### src/rtl/pwm_multi_core.sv
// pwm_multi_core: CH-channel PWM on one shared edge/center-aligned period counter with
// double-buffered period/duty/mode. Define PWM_DEADTIME_EN to add per-channel dead-time insertion.
module pwm_multi_core #(
    parameter int N    = 10,
    parameter int CH   = 4,
    parameter int DT_W = 6
) (
    input  logic            clk,
    input  logic            reset,
    input  logic            enable,
    input  logic [N-1:0]    period,
    input  logic [CH*N-1:0] duty,
    input  logic            mode,
    input  logic [DT_W-1:0] dead_time,
    input  logic            load_req,
    output logic            load_pending,
    output logic            load_done,
    output logic            period_tick,
    output logic [CH-1:0]   pwm_out,
    output logic [CH-1:0]   pwm_out_n
);

    // state | meaning
    // UP    | counter incrementing (edge mode, or rising half of center mode)
    // DOWN  | counter decrementing (falling half of center mode)
    typedef enum logic {UP = 1'b0, DOWN = 1'b1} dir_t;

    localparam logic [N-1:0] ONE = N'(1);
    localparam logic [N-1:0] TWO = N'(2);

    dir_t            dir, dir_nx;
    logic [N-1:0]    cnt, cnt_nx;
    logic [N-1:0]    p_act, p_stg, p_eff, p_new_eff;
    logic [CH*N-1:0] d_act, d_stg;
    logic            mode_act, mode_stg;
    logic            en_prev;
    logic            boundary, apply;
    logic [CH-1:0]   cmp, hi_nx, lo_nx;

    always_ff @(posedge clk or negedge reset) begin
        if (!reset) begin
            cnt     <= ONE;
            dir     <= UP;
            en_prev <= 1'b0;
        end else begin
            cnt     <= cnt_nx;
            dir     <= dir_nx;
            en_prev <= enable;
        end
    end

    always_comb begin
        boundary  = 1'b0;
        apply     = 1'b0;
        cnt_nx    = cnt;
        dir_nx    = dir;
        p_eff     = (p_act > ONE) ? p_act : ONE;
        p_new_eff = p_eff;

        // Periods of 0 or 1 collapse to a counter parked at 1 with a boundary every cycle.
        if (p_eff == ONE)
            boundary = 1'b1;
        else if (mode_act)
            boundary = (cnt == ONE && dir == DOWN) || !en_prev;
        else
            boundary = (cnt == p_eff);

        apply = load_pending && (!enable || boundary);
        if (apply)
            p_new_eff = (p_stg > ONE) ? p_stg : ONE;

        if (!enable || (apply && mode_stg != mode_act)) begin
            cnt_nx = ONE;
            dir_nx = UP;
        end else if (boundary) begin
            cnt_nx = (mode_act && p_new_eff != ONE) ? TWO : ONE;
            dir_nx = UP;
        end else if (!mode_act) begin
            cnt_nx = cnt + ONE;
        end else if (dir == UP) begin
            if (cnt >= p_eff) begin
                cnt_nx = cnt - ONE;
                dir_nx = DOWN;
            end else begin
                cnt_nx = cnt + ONE;
            end
        end else begin
            cnt_nx = cnt - ONE;
        end
    end

    always_comb begin
        cmp = '0;
        for (int k = 0; k < CH; k++)
            cmp[k] = (cnt <= d_act[k*N +: N]);
    end

    // Staging captures on load_req; apply always copies the staging seen before this cycle's request.
    always_ff @(posedge clk or negedge reset) begin
        if (!reset) begin
            p_act        <= '0;
            p_stg        <= '0;
            d_act        <= '0;
            d_stg        <= '0;
            mode_act     <= 1'b0;
            mode_stg     <= 1'b0;
            load_pending <= 1'b0;
            load_done    <= 1'b0;
            period_tick  <= 1'b0;
            pwm_out      <= '0;
            pwm_out_n    <= '0;
        end else begin
            if (load_req) begin
                p_stg    <= period;
                d_stg    <= duty;
                mode_stg <= mode;
            end
            if (apply) begin
                p_act    <= p_stg;
                d_act    <= d_stg;
                mode_act <= mode_stg;
            end
            load_pending <= load_req || (load_pending && !apply);
            load_done    <= apply;
            period_tick  <= enable && boundary;
            pwm_out      <= hi_nx;
            pwm_out_n    <= lo_nx;
        end
    end

`ifdef PWM_DEADTIME_EN
    localparam logic [DT_W-1:0] DT_ONE = DT_W'(1);
    localparam logic [DT_W-1:0] DT_MAX = '1;

    logic [DT_W-1:0] dt_act, dt_stg;
    logic [CH-1:0]   cmp_q;
    logic [DT_W-1:0] stab [CH];
    logic [DT_W-1:0] run  [CH];

    // run = cycles the compare result has held its current value before this one.
    always_comb begin
        hi_nx = '0;
        lo_nx = '0;
        for (int k = 0; k < CH; k++) begin
            run[k]   = (cmp[k] != cmp_q[k]) ? '0 : stab[k];
            hi_nx[k] = enable && cmp[k] && (run[k] >= dt_act);
            lo_nx[k] = enable && !cmp[k] && (run[k] >= dt_act);
        end
    end

    always_ff @(posedge clk or negedge reset) begin
        if (!reset) begin
            dt_act <= '0;
            dt_stg <= '0;
            cmp_q  <= '0;
            for (int k = 0; k < CH; k++)
                stab[k] <= '0;
        end else begin
            if (load_req)
                dt_stg <= dead_time;
            if (apply)
                dt_act <= dt_stg;
            cmp_q <= cmp;
            for (int k = 0; k < CH; k++)
                stab[k] <= (run[k] == DT_MAX) ? run[k] : run[k] + DT_ONE;
        end
    end
`else
    logic unused_dead_time;
    assign unused_dead_time = ^dead_time;
    assign hi_nx = enable ? cmp : '0;
    assign lo_nx = enable ? ~cmp : '0;
`endif

endmodule
### config.mk
export PLATFORM = sky130hd
export DESIGN_NAME = pwm_multi_core
export DESIGN_NICKNAME = d
export VERILOG_FILES = /design/src/rtl/pwm_multi_core.sv
export SDC_FILE = /design/constraint.sdc
export NUM_CORES = 1
export LEC_CHECK = 0
export BUFFER_PORTS_ARGS = -buffer_cell sky130_fd_sc_hd__buf_4
export CAP_MARGIN = 10
export CORE_ASPECT_RATIO = 0.6
export CORE_MARGIN = 4
export CORE_UTILIZATION = 30
export CTS_CLUSTER_SIZE = 24
export DETAILED_ROUTE_END_ITERATION = 7
export PLACE_DENSITY = 0.43
export REMOVE_ABC_BUFFERS = 1
export SETUP_SLACK_MARGIN = 0.4
export SLEW_MARGIN = 20
export SYNTH_ARGS = -nofsm -noshare
export SYNTH_HDL_FRONTEND = slang
export SYNTH_SLANG_ARGS = --single-unit
### constraint.sdc
create_clock -name clk -period 6.4 [get_ports clk]
set_input_delay 0.32 -clock clk [delete_from_list [all_inputs] [get_ports clk]]
set_output_delay 0.32 -clock clk [all_outputs]
set_load 0.01 [all_outputs]
==> run summary, run 1 <==
The flow ran to the end, and the final reports show no timing, DRC or antenna violations. The startpoint identified for the worst hold timing path is enable. TritonCTS built the clock tree. The worst clock skew is approximately 0.0049 ns. The routed wire length is between 10 and 15 mm. The tool flagged a number of max-cap violations equal to 0.

The via count came out at 4,113. Ranked by total cell area, the synthesized netlist is headed by sky130_fd_sc_hd__dfrtp_1 (48%), sky130_fd_sc_hd__mux2_4 (11%), sky130_fd_sc_hd__ha_1 (10%). Counting I/O delays and the setup requirement, the final critical path takes between 3 and 4 ns. The mapped netlist covers 6530 um2.

The first routing iteration left 201 violations. The final cycle utilization of the critical path is between 50 and 60%. The share of total power dissipated in the clock network is roughly two fifths. The per-instance average area after synthesis came out at around 13 um2.

The count of cells along the worst register-to-register path is 10. The setup slack at placement is between 2 and 3 ns. The accumulated negative setup slack came out at 0 ns. The routed wirelength normalized by instance count is ~17 um. The mean number of vias per cell is between 4 and 5. The area enclosed by the die boundary is 24,300 um2. The cell with the largest stage delay on the worst path is sky130_fd_sc_hd__and2_4.

Tracing the worst setup path back leads to its startpoint at p_act[3]$_DFFE_PN0N_. The number of buffers on the longest clock path came out at 2. The die extent in x is slightly below 200 um.

The data required time of the worst path came out at between 6 and 7 ns. The fill cell total of the finished layout came out at around 2,000. The area of the core is around 21,000 um2. The switching share of power is between 20% and 30%.

The final net count came out at about 700. In the synthesized netlist the dominant register cell turns out to be sky130_fd_sc_hd__dfrtp_1. The kind of path behind the tightest hold check is in -> reg. The worst register-to-register path ends at d_act[1]$_DFFE_PN0N_. The first-pass GRT wire length came out at between 20 and 25 mm. The final total power came out at between 0.002 and 0.003 W. The final worst setup slack came out at roughly 2.6 ns.

For hold timing, the worst endpoint is en_prev$_DFF_PN0_. The internal cell power came out at between 0.0015 and 0.002 W. In this run the number of H-tree levels came out at 4. The estimated wirelength of the detail-placed design is 9.82 mm. Synthesis instantiated between 40 and 50 different standard cells from the library. The overall die height is roughly 120 um.

The startpoint identified for the worst register-to-register timing path is p_act[3]$_DFFE_PN0N_. For this design the static power due to leakage is 3.80 nW. The fraction of synthesis flops using an asynchronous set or reset pin came out at between 90% and 100%.

The maximum clock frequency came out at approximately 260 MHz. The number of max-slew violations in the final report came out at 0. Compared with the post-synthesis result, the final layout area differs by 19.7%.

For the pin with the worst max-slew slack, the measured transition is between 1 and 1.5 ns. Cells fill between 30% and 40% of the core in the end. The power density of the placed cells came out at 325 nW/um2.

The sum of overflow across all layers after global routing came out at 0. In this run the power spent charging and discharging nets is roughly 0.00068 W. The number of port buffers came out at 65. After clock tree synthesis, the clock-pin slew on the worst setup and hold paths is roughly 0.05 ns. The number of synthesized flops with an enable pin is 0. The proportion of power drawn by combinational gates came out at 21.0%.

The final-report hold violation count is 0. The routability-driven placement congestion ratio is 0.794. In this run the worst path has a maximum fanout of 52. The gate count of the mapped netlist is 517. The site row count came out at 41. The antenna diode count came out at 0. Synthesis inferred 125 register bits.

For this run, design rule violations remaining after detail routing come to 0. The number of antenna violations at the first check in global routing is 0. The worst setup path is launched from a flop. Walking the worst path, the cells encountered are nor4_1 > nand4_1 > nand2b_1 > ha_1 > nand3b_1 > or4_4 > nand4_4 > or2_1 > and2_4 > mux2_2. The share of final-layout standard cells stronger than drive strength 1 is between 30% and 40%. The arrival time at the worst endpoint came out at a little over 4 ns.

In the global route stage, overall resource usage came out at around an eighth. The setup check on the worst reg-to-reg path leaves a slack of 2.59 ns. Once the clock tree was built, the setup fixing pass inserted 0 buffers.

At the later pin of the worst-skew pair, clock insertion delay measures ~0.42 ns. The top-area cell type share of the netlist area came out at roughly 48%. The total CTS buffers is 17. The relative slew slack is 33.3%. The Yosys step of the flow raised 0 warnings. The I/O pin count came out at slightly above 70. The effective utilization at floorplan came out at between 30% and 40%. Of all cell types, the one taking the most synthesized area is sky130_fd_sc_hd__dfrtp_1. The instance count along the most critical hold path came out at 1. The pin count of the biggest net entering global routing came out at slightly below 70. The via count of the first global-routing pass is between 4,000 and 5,000. The first detailed-routing pass ran for 4 iterations. The delay of the slowest critical-path stage is about 0.9 ns. For this run, the register share of the synthesized area comes to 47.9%. The number of nets with antenna violations after routing is 0. Setup repair after global routing left no endpoint under its margin. The nature of the critical path endpoint is a flop. Setup violations remaining at the end of the flow were counted as 0.

The relative contribution of sequential cells to total power is 40.3%. The clock root buffer is sky130_fd_sc_hd__clkbuf_16. The highest ir drop seen on vdd came out at a little under 0.0002 V. The number of sinks on the clock net is 125. The worst setup path category is reg -> reg.
[area by class of cell]
cell class	count	area (um2)	share of cell area, %
clock inverters	7	110	1.41
clock buffers	25	485	6.21
inverters	56	210	2.69
multi-input cells	321	3020	38.7
well taps	279	349	4.47
repair buffers	67	505	6.47
flip-flops and latches	125	3130	40.1
[flip-flops by register name (all words and copies together) (netlist names), 4 cells and up]
signal / count
d_stg: 40
pwm_out_n: 4
pwm_out: 4
p_act: 10
p_stg: 10
cnt: 10
d_act: 40
[worst max-delay path by stage]
| stage | to | slack [ns] |
|---|---|---|
| floorplan | d_act[0]$_DFFE_PN0N_ | 3.22 |
| CTS | d_act[1]$_DFFE_PN0N_ | 2.55 |
| finish | d_act[1]$_DFFE_PN0N_ | 2.59 |
| global placement | d_act[0]$_DFFE_PN0N_ | 2.53 |
| detailed placement | d_act[0]$_DFFE_PN0N_ | 2.56 |
| global route | d_act[0]$_DFFE_PN0N_ | 2.24 |
[metrics by stage]
step / cell area [um2] / hold WS (ns) / instances
after global placement: 7200 / 0.416 / 847
final: 7810 / 0.128 / 880
after CTS: 7810 / 0.103 / 880
after global routing: 7810 / 0.104 / 880
after floorplan: 6360 / 0.0244 / 502
after detailed placement: 7200 / 0.433 / 847
[kinds of logic after synthesis]
family                     synth area share, %
adders and majority gates                 10.2
muxes                                     20.6
buffers and inverters                     5.81
AOI/OAI and AO/OA                         6.60
DFF                                       47.9
and+or+nand+nor                           8.92
[power groups by stage]
stage	Clock, W	Combinational, W	Sequential (W)
after global routing	0.00105	0.000607	0.00105
after floorplan	0	0.000402	0.000998
after detailed placement	0	0.000535	0.00104
final	0.000984	0.000534	0.00103
after global placement	0	0.000522	0.00104
after CTS	0.00102	0.000539	0.00103
[critical path, delay by kind of cell, from the launching register on]
kind | cells | cell delay (ns)
multiplexers | 1 | 0.41
AND/OR/NAND/NOR | 8 | 2.72
flip-flops | 1 | 0.40
adder cells (fa/ha/maj) | 1 | 0.15
[cell usage after synthesis (3+ instances only)]
master	instances
sky130_fd_sc_hd__dfrtp_1	124
sky130_fd_sc_hd__inv_1	56
sky130_fd_sc_hd__ha_1	53
sky130_fd_sc_hd__mux2_2	53
sky130_fd_sc_hd__mux2_4	49
sky130_fd_sc_hd__a21oi_1	28
sky130_fd_sc_hd__nand3_1	20
sky130_fd_sc_hd__nor3_1	15
sky130_fd_sc_hd__o21ai_0	12
sky130_fd_sc_hd__a21o_1	11
sky130_fd_sc_hd__nor3b_1	8
sky130_fd_sc_hd__clkbuf_1	7
sky130_fd_sc_hd__nand4_1	7
sky130_fd_sc_hd__nor2_1	7
sky130_fd_sc_hd__and3_1	6
sky130_fd_sc_hd__buf_12	6
sky130_fd_sc_hd__nand2_1	6
sky130_fd_sc_hd__o211ai_1	6
sky130_fd_sc_hd__nor2b_1	5
sky130_fd_sc_hd__or4_1	4
sky130_fd_sc_hd__nand2b_1	3
[placed cells by master (no fill, tap or decap), types with 2 or more instances in the layout]
master                        n
sky130_fd_sc_hd__nor2b_1      5
sky130_fd_sc_hd__nand4_1      7
sky130_fd_sc_hd__a21o_1      11
sky130_fd_sc_hd__clkbuf_8     3
sky130_fd_sc_hd__nor4_1       2
sky130_fd_sc_hd__dfrtp_1    124
sky130_fd_sc_hd__o211ai_1     6
sky130_fd_sc_hd__or3_1        2
sky130_fd_sc_hd__ha_1        53
sky130_fd_sc_hd__buf_4       66
sky130_fd_sc_hd__clkinv_2     4
sky130_fd_sc_hd__inv_1       56
sky130_fd_sc_hd__nor3_1      15
sky130_fd_sc_hd__mux2_2      53
sky130_fd_sc_hd__a21oi_1     28
sky130_fd_sc_hd__or4_1        4
sky130_fd_sc_hd__nor3b_1      8
sky130_fd_sc_hd__o221ai_1     2
sky130_fd_sc_hd__nand3_1     20
sky130_fd_sc_hd__clkbuf_16   17
sky130_fd_sc_hd__nand2b_1     3
sky130_fd_sc_hd__bufinv_16    3
sky130_fd_sc_hd__nand2_1      6
sky130_fd_sc_hd__mux2_4      49
sky130_fd_sc_hd__and3_1       6
sky130_fd_sc_hd__nor2_1       7
sky130_fd_sc_hd__clkbuf_1     5
sky130_fd_sc_hd__a21boi_0     2
sky130_fd_sc_hd__o21ai_0     12
[metal layers]
layer	share of wire, %	vias up	global-route usage (%)
met1	54	2046	19.5
met2	41	66	17.9
met4	1.1	0	3.97
li1	-	1990	-
met3	4.1	11	3.92
met5	0	-	0
[what timing repair did]
action,4_1_cts,5_1_grt
hold buffers,1,0
hold endpoints to repair,57,0
resized for setup,0,0
Power figures use the tool's default switching activity.
==> run 2, diff against run 1 <==
- clock period: 6.4 -> 3.8 ns (I/O delays scaled with it)
==> run 2 against run 1 <==
  * Fmax increased by 24%
  * Critical path type unchanged
  * Clock skew about the same
  * Final area is 7.2% higher
  * Sequential cell count unchanged
  * Sequential share of layout area is 2.7 points lower
  * Critical endpoint is now cnt[3]$_DFF_PN0_
  * Count of clock-buffer cells in the layout down 1
  * Clock power increased by 48%
  * First-iteration DRC count is 2.0% lower
  * Die area stayed put
==> run summary, run 2 (synthesis gave the netlist of run 1 again) <==
The run finished with clean final reports. The setup slack at placement is 0.751 ns (-1.80 ns). The die extent in x was 198 um (unchanged). The reported max-cap violation count was 0 (unchanged). The internal cell power came out at 0.00302 W (+62%).

The proportion of power drawn by combinational gates is 23.2% (+2.2 points). The number of max-slew violations in the final report came out at 0 (unchanged). The estimated wirelength of the detail-placed design is 10.5 mm (+6.4%). The top cell types in the final layout, fill and taps aside, are sky130_fd_sc_hd__dfrtp_1 (124), sky130_fd_sc_hd__buf_4 (75), sky130_fd_sc_hd__inv_1 (56). The number of setup buffers added after CTS is 0 (unchanged). The switching share of power is 27.3% (+0.53 points). The worst clock skew came out at 0.00503 ns (+0.000149 ns).

The sum of overflow across all layers after global routing came out at 0 (unchanged). The number of antenna violations at the first check in global routing is 0 (unchanged). The number of detailed-route iterations in the first pass is 4 (unchanged). The first-pass GRT wire length is 24.8 mm (+3.5%). The library cell used most frequently in the layout, excluding fill and tap cells, is sky130_fd_sc_hd__dfrtp_1.

The pin count of the biggest net entering global routing is 64 (-7.2%). The power density of the placed cells is 496 nW/um2 (+52%). Setup repair after global routing left no endpoint under its margin. The effective utilization at floorplan came out at 30.8% (unchanged). The share of final-layout standard cells stronger than drive strength 1 came out at 31.8% (-2.1 points). The final net count is 766 (+9.1%).

The final cycle utilization of the critical path is 80.8% (+21 points). The count of H-tree levels built during CTS is 4 (unchanged). The accumulated negative setup slack is 0 ns (unchanged). The slew of the pin with the lowest slew margin came to 0.808 ns (-0.192 ns).

The final worst setup slack is 0.730 ns (-1.86 ns). The routability-driven placement congestion ratio came out at 0.809 (+1.8%). The area of the core came out at 21,200 um2 (unchanged). The count of endpoints failing setup in the final report came out at 0 (unchanged). The number of nets with antenna violations after routing came out at 0 (unchanged). The mean number of vias per cell is 4.62 (-1.1%).

The via count is 4,343 (+5.6%). The global-route usage over all layers is 13.3% (+0.30 points). The worst-path maximum fanout is 7 (-87%). The routed wirelength normalized by instance count is 16.0 um (-4.2%). The overall die height is 122 um (unchanged). The maximum clock frequency is 326 MHz (+24%). The net switching component of the power came out at 0.00113 W (+67%). The clock period minus final worst setup slack is 3.07 ns (-0.738 ns). The data required time of the worst path is 4.10 ns (-2.60 ns). The number of port buffers came out at 65 (unchanged). The relative contribution of sequential cells to total power is 41.6% (+1.3 points).

By startpoint and endpoint, the worst setup path is classified as reg -> reg. The I/O pin count is 72 (unchanged). The worst hold slack is 0.392 ns (+0.264 ns). The via count of the first global-routing pass was 4,617 (+5.6%).

The area enclosed by the die boundary came out at 24,300 um2 (unchanged). The proportion of power drawn by the clock network came out at 35.2% (-3.5 points). The core utilization of the finished layout came out at 39.5% (+2.7 points).

In the final layout, the registers with the most flip-flops are d_act x40, d_stg x40. The insertion delay of the later-clocked pin in the worst-skew pair is 0.42 ns (about the same). The nature of the critical path endpoint is a flop.

The highest ir drop seen on vdd came to 0.000338 V (+72%). TritonCTS built the clock tree. The arrival time at the worst endpoint came to 3.37 ns (-0.74 ns). The routed wire length came out at 15.0 mm (+2.3%). The number of design rule violations left after detail routing came to 0 (unchanged). The worst setup path is launched from a flop. The number of buffers on the longest clock path is 2 (unchanged). The cell sitting at the root of the clock tree is a sky130_fd_sc_hd__clkbuf_16.

The final total power is 0.00415 W (+63%). The site row count came out at 41 (unchanged). The number of sinks on the clock net came out at 125 (unchanged).

The final-report hold violation count came out at 0 (unchanged). The leakage power is 4.05 nW (+6.6%). The total CTS buffers is 17 (unchanged). The area added between synthesis and finish came out at 28.3%. In this run the worst hold path is classified as in -> async. The post-CTS clock slew at the launch and capture registers of the worst setup and hold paths is 0.05 ns (about the same). The relative slew slack came out at 46.1% (+13 points). The DRC violation total after the first TritonRoute iteration came to 197 (-2.0%).
run 2: final timing paths:
check                                      start                      to  slack [ns]  depth (start not counted)
max in group asynchronous                  reset        cnt[0]$_DFF_PN1_        2.54                          3
setup reg to reg            p_act[3]$_DFFE_PN0N_        cnt[3]$_DFF_PN0_        0.73                         10
setup / recovery            p_act[3]$_DFFE_PN0N_        cnt[3]$_DFF_PN0_        0.73                         10
hold reg to reg            d_stg[35]$_DFFE_PN0P_   d_act[35]$_DFFE_PN0N_        0.50                          1
hold / removal                             reset    p_stg[7]$_DFFE_PN0P_        0.39                          2
min in group clk                        load_req  load_pending$_DFF_PN0_        0.39                          2
run 2: final cells by class:
| class | count | area (um2) |
|---|---|---|
| Tap cell | 279 | 349 |
| Inverter | 56 | 210 |
| Multi-Input combinational cell | 321 | 3020 |
| Antenna cell | 1 | 2.50 |
| Sequential cell | 125 | 3130 |
| Fill cell | 2038 | 12800 |
| Clock buffer | 24 | 472 |
| Clock inverter | 3 | 40.0 |
| Timing Repair Buffer | 131 | 1150 |
run 2: worst max-delay path: stages (launching register included):
cell and delay, ns:
sky130_fd_sc_hd__dfrtp_1 0.42, sky130_fd_sc_hd__nor4_1 0.31, sky130_fd_sc_hd__nand4_1 0.29, sky130_fd_sc_hd__nand2b_1 0.15, sky130_fd_sc_hd__ha_1 0.25, sky130_fd_sc_hd__nor2b_1 0.14, sky130_fd_sc_hd__o211a_1 0.18, sky130_fd_sc_hd__o221ai_1 0.33
sky130_fd_sc_hd__a2111oi_0 0.60, sky130_fd_sc_hd__o21ai_0 0.13, sky130_fd_sc_hd__nor3b_1 0.16
run 2: power by group through the flow:
stage | Clock, W | Combinational (W) | Sequential [W]
6_report | 0.00146 | 0.000965 | 0.00173
5_1_grt | 0.00156 | 0.00110 | 0.00176
4_1_cts | 0.00151 | 0.000982 | 0.00173
3_5_place_dp | 0 | 0.000934 | 0.00175
3_3_place_gp | 0 | 0.000903 | 0.00175
2_1_floorplan | 0 | 0.000677 | 0.00168
run 2: timing repair:
item | 4_1_cts | 5_1_grt
gates resized for setup | 0 | 0
hold endpoints to repair | 115 | 0
hold buffers | 53 | 0
run 2: per-layer routing:
layer | global-route usage, % | part of all wire (%)
met3 | 3.07 | 5.5
met2 | 19.0 | 41
met1 | 19.5 | 52
met5 | 0 | 0
met4 | 5.25 | 1.6
run 2: per-stage QoR:
step | area, um2 | std cells
finish | 8370 | 940
global route | 8370 | 939
detailed placement | 7330 | 859
floorplan | 6360 | 502
CTS | 8370 | 939
global placement | 7330 | 859
